===== src/rtl/sorter_result_streamer.sv =====
`default_nettype none
// +--------------------------------------------------------------------------+
// | sorter_result_streamer: captures one sorted frame, streams top-K/group.  |
// | Optional perf counters: define SORTER_STREAMER_PERF_CNT_EN. Rev 1.0      |
// +--------------------------------------------------------------------------+
module sorter_result_streamer #(
  parameter int DATAWIDTH      = 8,
  parameter int MAX_DATALENGTH = 32,
  parameter int MAX_GROUP      = 8
) (
  input  logic                                clk_i,
  input  logic                                rst_i,
  input  logic                                in_valid_i,
  output logic                                in_ready_o,
  input  logic [DATAWIDTH*MAX_DATALENGTH-1:0] in_data_i,
  input  logic [5:0]                          in_length_i,
  input  logic [3:0]                          in_group_i,
  input  logic [5:0]                          in_k_i,
  output logic                                out_valid_o,
  input  logic                                out_ready_i,
  output logic [DATAWIDTH-1:0]                out_data_o,
  output logic [2:0]                          out_group_o,
  output logic [4:0]                          out_rank_o,
  output logic                                out_glast_o,
  output logic                                out_last_o,
  output logic                                frame_done_o,
  output logic                                err_o
`ifdef SORTER_STREAMER_PERF_CNT_EN
  ,
  output logic [15:0]                         beat_cnt_o,
  output logic [15:0]                         frame_cnt_o
`endif
);

  localparam int AW = $clog2(MAX_DATALENGTH);

  typedef enum logic [0:0] {IDLE = 1'b0, STREAM = 1'b1} state_t;

  state_t                 state_q, state_d;
  logic [2:0]             g_q, g_d;
  logic [4:0]             r_q, r_d;
  logic                   err_q, err_d;
  logic                   done_q, done_d;
  logic [3:0]             group_q;
  logic [5:0]             s_q, e_q;
  logic [DATAWIDTH-1:0]   elem_q [MAX_DATALENGTH];
  logic                   load;

  logic                   grp_ok, len_ok, frame_bad, frame_empty, accept, fire;
  logic                   r_last, g_last;
  logic [5:0]             div, s_in, rem_in, e_in, idx;

  // Divisor forced to 1 for an illegal group so the divider never sees zero.
  assign grp_ok      = (in_group_i != 4'd0) && (32'(in_group_i) <= 32'(MAX_GROUP));
  assign len_ok      = 32'(in_length_i) <= 32'(MAX_DATALENGTH);
  assign div         = grp_ok ? {2'b00, in_group_i} : 6'd1;
  assign s_in        = in_length_i / div;
  assign rem_in      = in_length_i % div;
  assign frame_bad   = !grp_ok || !len_ok || (rem_in != 6'd0);
  assign frame_empty = (in_length_i == 6'd0);
  assign e_in        = ((in_k_i == 6'd0) || (in_k_i > s_in)) ? s_in : in_k_i;
  assign accept      = in_valid_i && (state_q == IDLE);

  assign in_ready_o   = (state_q == IDLE) && !rst_i;
  assign out_valid_o  = (state_q == STREAM);
  assign fire         = out_valid_o && out_ready_i;
  assign r_last       = ({1'b0, r_q} == (e_q - 6'd1));
  assign g_last       = ({1'b0, g_q} == (group_q - 4'd1));
  assign idx          = ({3'b000, g_q} * s_q) + {1'b0, r_q};
  assign out_data_o   = elem_q[idx[AW-1:0]];
  assign out_group_o  = g_q;
  assign out_rank_o   = r_q;
  assign out_glast_o  = out_valid_o && r_last;
  assign out_last_o   = out_valid_o && r_last && g_last;
  assign frame_done_o = done_q;
  assign err_o        = err_q;

  always_comb begin
    state_d = state_q;
    g_d     = g_q;
    r_d     = r_q;
    err_d   = 1'b0;
    done_d  = 1'b0;
    load    = 1'b0;
    case (state_q)
      IDLE: begin
        if (accept) begin
          if (frame_bad) begin
            err_d = 1'b1;
          end else if (frame_empty) begin
            done_d = 1'b1;
          end else begin
            load    = 1'b1;
            state_d = STREAM;
            g_d     = 3'd0;
            r_d     = 5'd0;
          end
        end
      end
      STREAM: begin
        if (fire) begin
          if (r_last) begin
            r_d = 5'd0;
            if (g_last) begin
              state_d = IDLE;
              done_d  = 1'b1;
              g_d     = 3'd0;
            end else begin
              g_d = g_q + 3'd1;
            end
          end else begin
            r_d = r_q + 5'd1;
          end
        end
      end
      default: state_d = IDLE;
    endcase
  end

  always_ff @(posedge clk_i) begin
    if (rst_i) begin
      state_q <= IDLE;
      g_q     <= 3'd0;
      r_q     <= 5'd0;
      err_q   <= 1'b0;
      done_q  <= 1'b0;
      group_q <= 4'd0;
      s_q     <= 6'd0;
      e_q     <= 6'd0;
      for (int i = 0; i < MAX_DATALENGTH; i++) elem_q[i] <= '0;
    end else begin
      state_q <= state_d;
      g_q     <= g_d;
      r_q     <= r_d;
      err_q   <= err_d;
      done_q  <= done_d;
      if (load) begin
        group_q <= in_group_i;
        s_q     <= s_in;
        e_q     <= e_in;
        for (int i = 0; i < MAX_DATALENGTH; i++)
          elem_q[i] <= in_data_i[i*DATAWIDTH +: DATAWIDTH];
      end
    end
  end

`ifdef SORTER_STREAMER_PERF_CNT_EN
  logic [15:0] beat_cnt_q, frame_cnt_q;

  always_ff @(posedge clk_i) begin
    if (rst_i) begin
      beat_cnt_q  <= 16'd0;
      frame_cnt_q <= 16'd0;
    end else begin
      if (fire && (beat_cnt_q != 16'hFFFF)) beat_cnt_q <= beat_cnt_q + 16'd1;
      if (done_q && (frame_cnt_q != 16'hFFFF)) frame_cnt_q <= frame_cnt_q + 16'd1;
    end
  end

  assign beat_cnt_o  = beat_cnt_q;
  assign frame_cnt_o = frame_cnt_q;
`else
  // Counters and their ports are omitted entirely in this build.
`endif

endmodule
`default_nettype wire


===== config.mk =====
export PLATFORM = sky130hd
export DESIGN_NAME = sorter_result_streamer
export DESIGN_NICKNAME = d
export VERILOG_FILES = /design/src/rtl/sorter_result_streamer.sv
export SDC_FILE = /design/constraint.sdc
export NUM_CORES = 1
export LEC_CHECK = 0
export BUFFER_PORTS_ARGS = -buffer_cell sky130_fd_sc_hd__buf_2
export CORE_AREA = 3 3 159 161
export CTS_CLUSTER_DIAMETER = 60
export CTS_CLUSTER_SIZE = 12
export DETAILED_ROUTE_END_ITERATION = 7
export DIE_AREA = 0 0 162 164
export PLACE_DENSITY = 0.94
export SYNTH_ARGS = -nofsm -noshare
export SYNTH_HDL_FRONTEND = slang
export SYNTH_SLANG_ARGS = --single-unit

===== constraint.sdc =====
create_clock -name clk_i -period 33 [get_ports clk_i]
set_input_delay 1.65 -clock clk_i [delete_from_list [all_inputs] [get_ports clk_i]]
set_output_delay 1.65 -clock clk_i [all_outputs]
set_load 0.01 [all_outputs]

## Yosys cells after proc, flatten, opt, wreduce, memory -nomap -nowiden

Memory sizes are Yosys's and may differ from the RTL's.
Cells that the tools add are included.

| operators by class | value |
|---|---|
| $add $sub $neg | 5 |
| multipliers | 1 |
| div/mod/pow operators | 2 |
| order comparisons | 3 |
| equality and inequality tests | 7 |
| mux-type cells | 68 |
| bitwise operators | 34 |
| reductions and logical operators | 19 |

Operators with widths:

| cell | count |
|---|---|
| 8-bit 2-to-1 mux | 32 |
| 1-bit OR | 32 |
| 5-bit 2-to-1 mux | 5 |
| 1-bit 2-to-1 mux | 19 |
| 3-bit 2-to-1 mux | 6 |
| 6-bit zero test | 2 |
| 5-bit case mux with 2 select lines | 1 |
| 6-bit by 6-bit divider with 6-bit output | 1 |
| 5-bit by 6-bit == test with 1-bit output | 1 |
| 6-bit greater-than comparator | 1 |
| 6-bit less-or-equal comparator (second input constant) | 1 |
| 1-bit logical AND | 6 |
| 6-bit by 6-bit modulo with 6-bit output | 1 |
| 3-bit by 6-bit multiplier with 5-bit output | 1 |
| 6-bit 2-to-1 mux | 1 |
| 2-bit != test (second input constant) | 3 |
| 3-bit case mux with 2 select lines | 1 |
| 6-bit nonzero test | 1 |
| 6-bit by 1-bit subtractor with 6-bit output (second input constant) | 1 |
| 5-bit by 1-bit adder with 5-bit output (second input constant) | 1 |
| 5-bit adder | 1 |
| 5-bit AND reduction | 1 |
| 3-bit by 4-bit == test with 1-bit output | 1 |
| 4-bit less-or-equal comparator (second input constant) | 1 |
| other kinds (11) | 18 |

| word-level totals | value |
|---|---|
| bits in registers | 27 |
| RAM bits | 256 |
| bits of input ports | 276 |
| output and inout bits | 22 |
| memories | 1 |

Memory list:

| memory | depth | bits a word | read ports | clocked after Yosys merged registers in | wr ports | RTL line | text |
|---|---|---|---|---|---|---|---|
| elem_q | 32 | 8 | 1 | 0 | 32 | 46 | `logic [DATAWIDTH-1:0] elem_q [MAX_DATALENGTH];` |

## Longest topological paths before layout

| depth | value |
|---|---|
| depth after elaboration | 13 |
| depth in mapped cells | 43 |
| mapped depth without buffers | 43 |

## Least setup slack after synthesis

OpenSTA, ideal clock, no wires.

| timing | value |
|---|---|
| path type | input -> register |
| start point | in in_group_i[0] |
| end point | mem elem_q[0][0], enable pin |
| arrival time | 13.857 ns |
| data required time | 32.392 ns |
| path slack | 18.535 ns |
| stages on the path | 37 |
| cell sequence | nor4b_4 > inv_2 > a21boi_0 > ha_1 > nor4b_1 > a211o_1 > a21oi_1 > ha_1 > or2_2 > o221a_2 > inv_2 > nor3_1 > a21o_1 > ha_1 > or4_1 > o21a_1 > a211o_1 > and2_1 > ha_1 > a21oi_1 > nand2_1 > a41oi_1 > nand2_4 > nand2_1 > a21boi_0 > ha_1 > nor2b_1 > o21a_1 > or3_1 > a21boi_0 > a2111oi_0 > a21oi_1 > a31oi_4 > nor2_1 > a21oi_2 > buf_4 > inv_1 |

RTL lines:

| item | RTL line | text |
|---|---|---|
| from (decl) | 17 | `input logic [3:0] in_group_i,` |
| to (decl) | 46 |  |

==> results.sh <==
export IMPL_fin_cells=1617
export IMPL_setup_viol=0
export IMPL_ctsResizeCount=0
export IMPL_hold_buffers=0
export IMPL_criticalPathCategory="input pin to flop"
export IMPL_die_w_um=162
export IMPL_power_leakage_nw=6.48
export IMPL_cts_tree="done"
export IMPL_gp_congestion=0.870
export IMPL_h_tree_depth=1
export IMPL_critPathMaxFanout=168
export IMPL_max_stage_delay_ns=0.99
export IMPL_syn_nets=1311
export IMPL_cp_data_arrival_time_ns=12.47
export IMPL_skew_ns=0.00999
export IMPL_relSlewSlack_pct=23.1
export IMPL_timing_fmax_ghz=0.0813
export IMPL_grt_max_degree=169
export IMPL_period_minus_slack_ns=12.31
export IMPL_grt_pass1_wl_mm=54.4
export IMPL_most_common_layout_cells="buf_2, edfxtp_1, and2_1"
export IMPL_cp_slowest_cell="buf_4"
export IMPL_rows=57
export IMPL_final_cell_area_um2=16900
export IMPL_synth_edf_count=256
export IMPL_core_um2=24100
export IMPL_dp_hpwl_mm=26.0
export IMPL_async_flop_share_pct=0
export IMPL_cts_buffer_depth=3
export IMPL_clockRootBuffer="clkbuf_16"
export IMPL_final_util_pct=70.0
export IMPL_routedWlPerCell_um=22.5
export IMPL_ir_worst_vdd_mv=0.0344
export IMPL_clock_sinks=282
export IMPL_p_per_area_nw_per_um2=54.0
export IMPL_tns_ns=0
export IMPL_die_h_um=164
export IMPL_crit_required_ns=33.16
export IMPL_place_area_um2=16100
export IMPL_num_vias=9513
export IMPL_placed_cells=1571
export IMPL_critPathMostFrequentCell="ha_1"
export IMPL_antenna_found_initial=5
export IMPL_drtIter0Drc=845
export IMPL_rsz0062_at_grt="no"
export IMPL_place_ws_ns=20.40
export IMPL_syn_area_per_cell_um2=14.4
export IMPL_cp_start_kind="input pin"
export IMPL_grt_overflow=0
export IMPL_synthCells=997
export IMPL_start_util_pct=59.4
export IMPL_holdCritPathClass="flop to flop"
export IMPL_status="complete, no violations"
export IMPL_grt_pass1_vias=9660
export IMPL_yosysUniqueCellTypes=67
export IMPL_clkLatencyLatePin_ns=0.55
export IMPL_drc=0
export IMPL_nets=1592
export IMPL_cts_made_buffers=29
export IMPL_hold_viol=0
export IMPL_end_kind="flop"
export IMPL_grt_usage_pct=26.8
export IMPL_holdWs_ns=0.484
export IMPL_drv_cap=0
export IMPL_tightest_slew_ns=1.15
export IMPL_slew_violations=0
export IMPL_die_area_um2=26600
export IMPL_routed_via_density=5.88
export IMPL_total_power_mw=0.911
export IMPL_yosys_register_bits=282
export IMPL_synth_ff_type="edfxtp_1"
export IMPL_mostFrequentLayoutCell="buf_2"
export IMPL_drt_wl_total_mm=36.3
export IMPL_setup_slack_ns=20.69
export IMPL_area_growth_pct=17.8
export IMPL_portBuffers=297
export IMPL_synth_area_um2=14300
export IMPL_drive_gt1_share_pct=35.3
export IMPL_n_fill_cell=1595
export IMPL_ys_seq_area_share_pct=57.3
export IMPL_path_clk_slew_ns=0.06
export IMPL_top_level_ports=298
export IMPL_ys_warn_count=0
export IMPL_firstDrtPassIters=5
export IMPL_post_cts_buffers=0
export IMPL_post_route_period_util_pct=37.3
export IMPL_ant_nets=0
[worst max-delay path, delay by kind of cell]
kind	cells	cell delay [ns]
adder cells (fa/ha/maj)	5	1.54
buffers and inverters	5	2.26
AO/OA/AOI/OAI	18	4.21
AND/OR/NAND/NOR	11	2.52
[registers in the layout, summed over array words and instances (netlist names)]
name,cells
out_valid_o,1
group_q,4
elem_q,256
err_o,1
out_group_o,3
e_q,6
frame_done_o,1
s_q,5
out_rank_o,5
[cells in the mapped netlist (3+ instances only)]
library cell / count / area (um2)
a21boi_0: 3 / 22.5
buf_4: 11 / 82.6
nand3_1: 9 / 45.0
mux4_2: 80 / 1800
clkbuf_1: 37 / 139
a21oi_1: 17 / 85.1
xor2_1: 11 / 96.3
a21o_1: 5 / 37.5
a211o_1: 3 / 26.3
buf_2: 3 / 15.0
xnor2_1: 13 / 114
mux2_2: 14 / 158
or3_1: 3 / 18.8
dfxtp_1: 26 / 521
nor2_1: 20 / 75.1
fa_1: 6 / 120
nor2b_1: 120 / 751
nor3_1: 8 / 40.0
o21ai_0: 16 / 80.1
nand2b_1: 3 / 18.8
nand2_1: 18 / 67.6
ha_1: 32 / 400
and2_1: 155 / 970
o211ai_1: 3 / 22.5
edfxtp_1: 256 / 7690
or2_2: 4 / 25.0
inv_2: 3 / 11.3
or4_1: 3 / 22.5
a22o_1: 17 / 149
inv_1: 31 / 116
mux2i_1: 5 / 50.1
a211oi_1: 8 / 60.1
o21a_1: 8 / 60.1
[per-layer routing]
metal | part of all wire, % | track usage, %
met1 | 38 | 35.3
met4 | 2.9 | 7.68
met3 | 7.9 | 3.86
met2 | 51 | 47.2
met5 | 0.12 | 0
[logic make-up after synthesis]
kind of cell / after synthesis / synth area share, %
AOI/OAI and AO/OA: 107 / 5.60
xor gates and xnor gates: 24 / 1.47
muxes: 99 / 14.0
and+or+nand+nor: 360 / 15.3
DFF: 282 / 57.3
buffers and inverters: 87 / 2.60
adders and majority gates: 38 / 3.64
[power breakdown]
part | switching [mW] | internal [mW] | total [mW] | leakage, nW
Sequential | 0.0110 | 0.428 | 0.439 | 2.66
Combinational | 0.102 | 0.0788 | 0.181 | 3.43
Clock | 0.131 | 0.160 | 0.292 | 0.394
Total | 0.244 | 0.667 | 0.911 | 6.48
[final cells by class]
cell class | count | area (um2) | share of cell area (%)
Inverter | 34 | 135 | 0.801
Tap cell | 324 | 405 | 2.40
Clock buffer | 36 | 752 | 4.46
Timing Repair Buffer | 303 | 1530 | 9.09
Antenna cell | 3 | 7.51 | 0.0445
Multi-Input combinational cell | 628 | 5770 | 34.2
Clock inverter | 7 | 58.8 | 0.349
Sequential cell | 282 | 8210 | 48.6
[worst paths after layout]
kind / start / endpoint / slack [ns] / cells after the start
setup / recovery: in_group_i[0] / elem_q[19][5]$_SDFFCE_PP0P_ / 20.69 / 39
hold / removal: s_q[4]$_SDFFE_PP0P_ / s_q[4]$_SDFFE_PP0P_ / 0.48 / 1
setup reg to reg: out_valid_o$_SDFF_PP0_ / elem_q[19][5]$_SDFFCE_PP0P_ / 29.50 / 4
hold reg to reg: s_q[4]$_SDFFE_PP0P_ / s_q[4]$_SDFFE_PP0P_ / 0.48 / 1
Note: power is estimated with default switching activity, not from simulation.
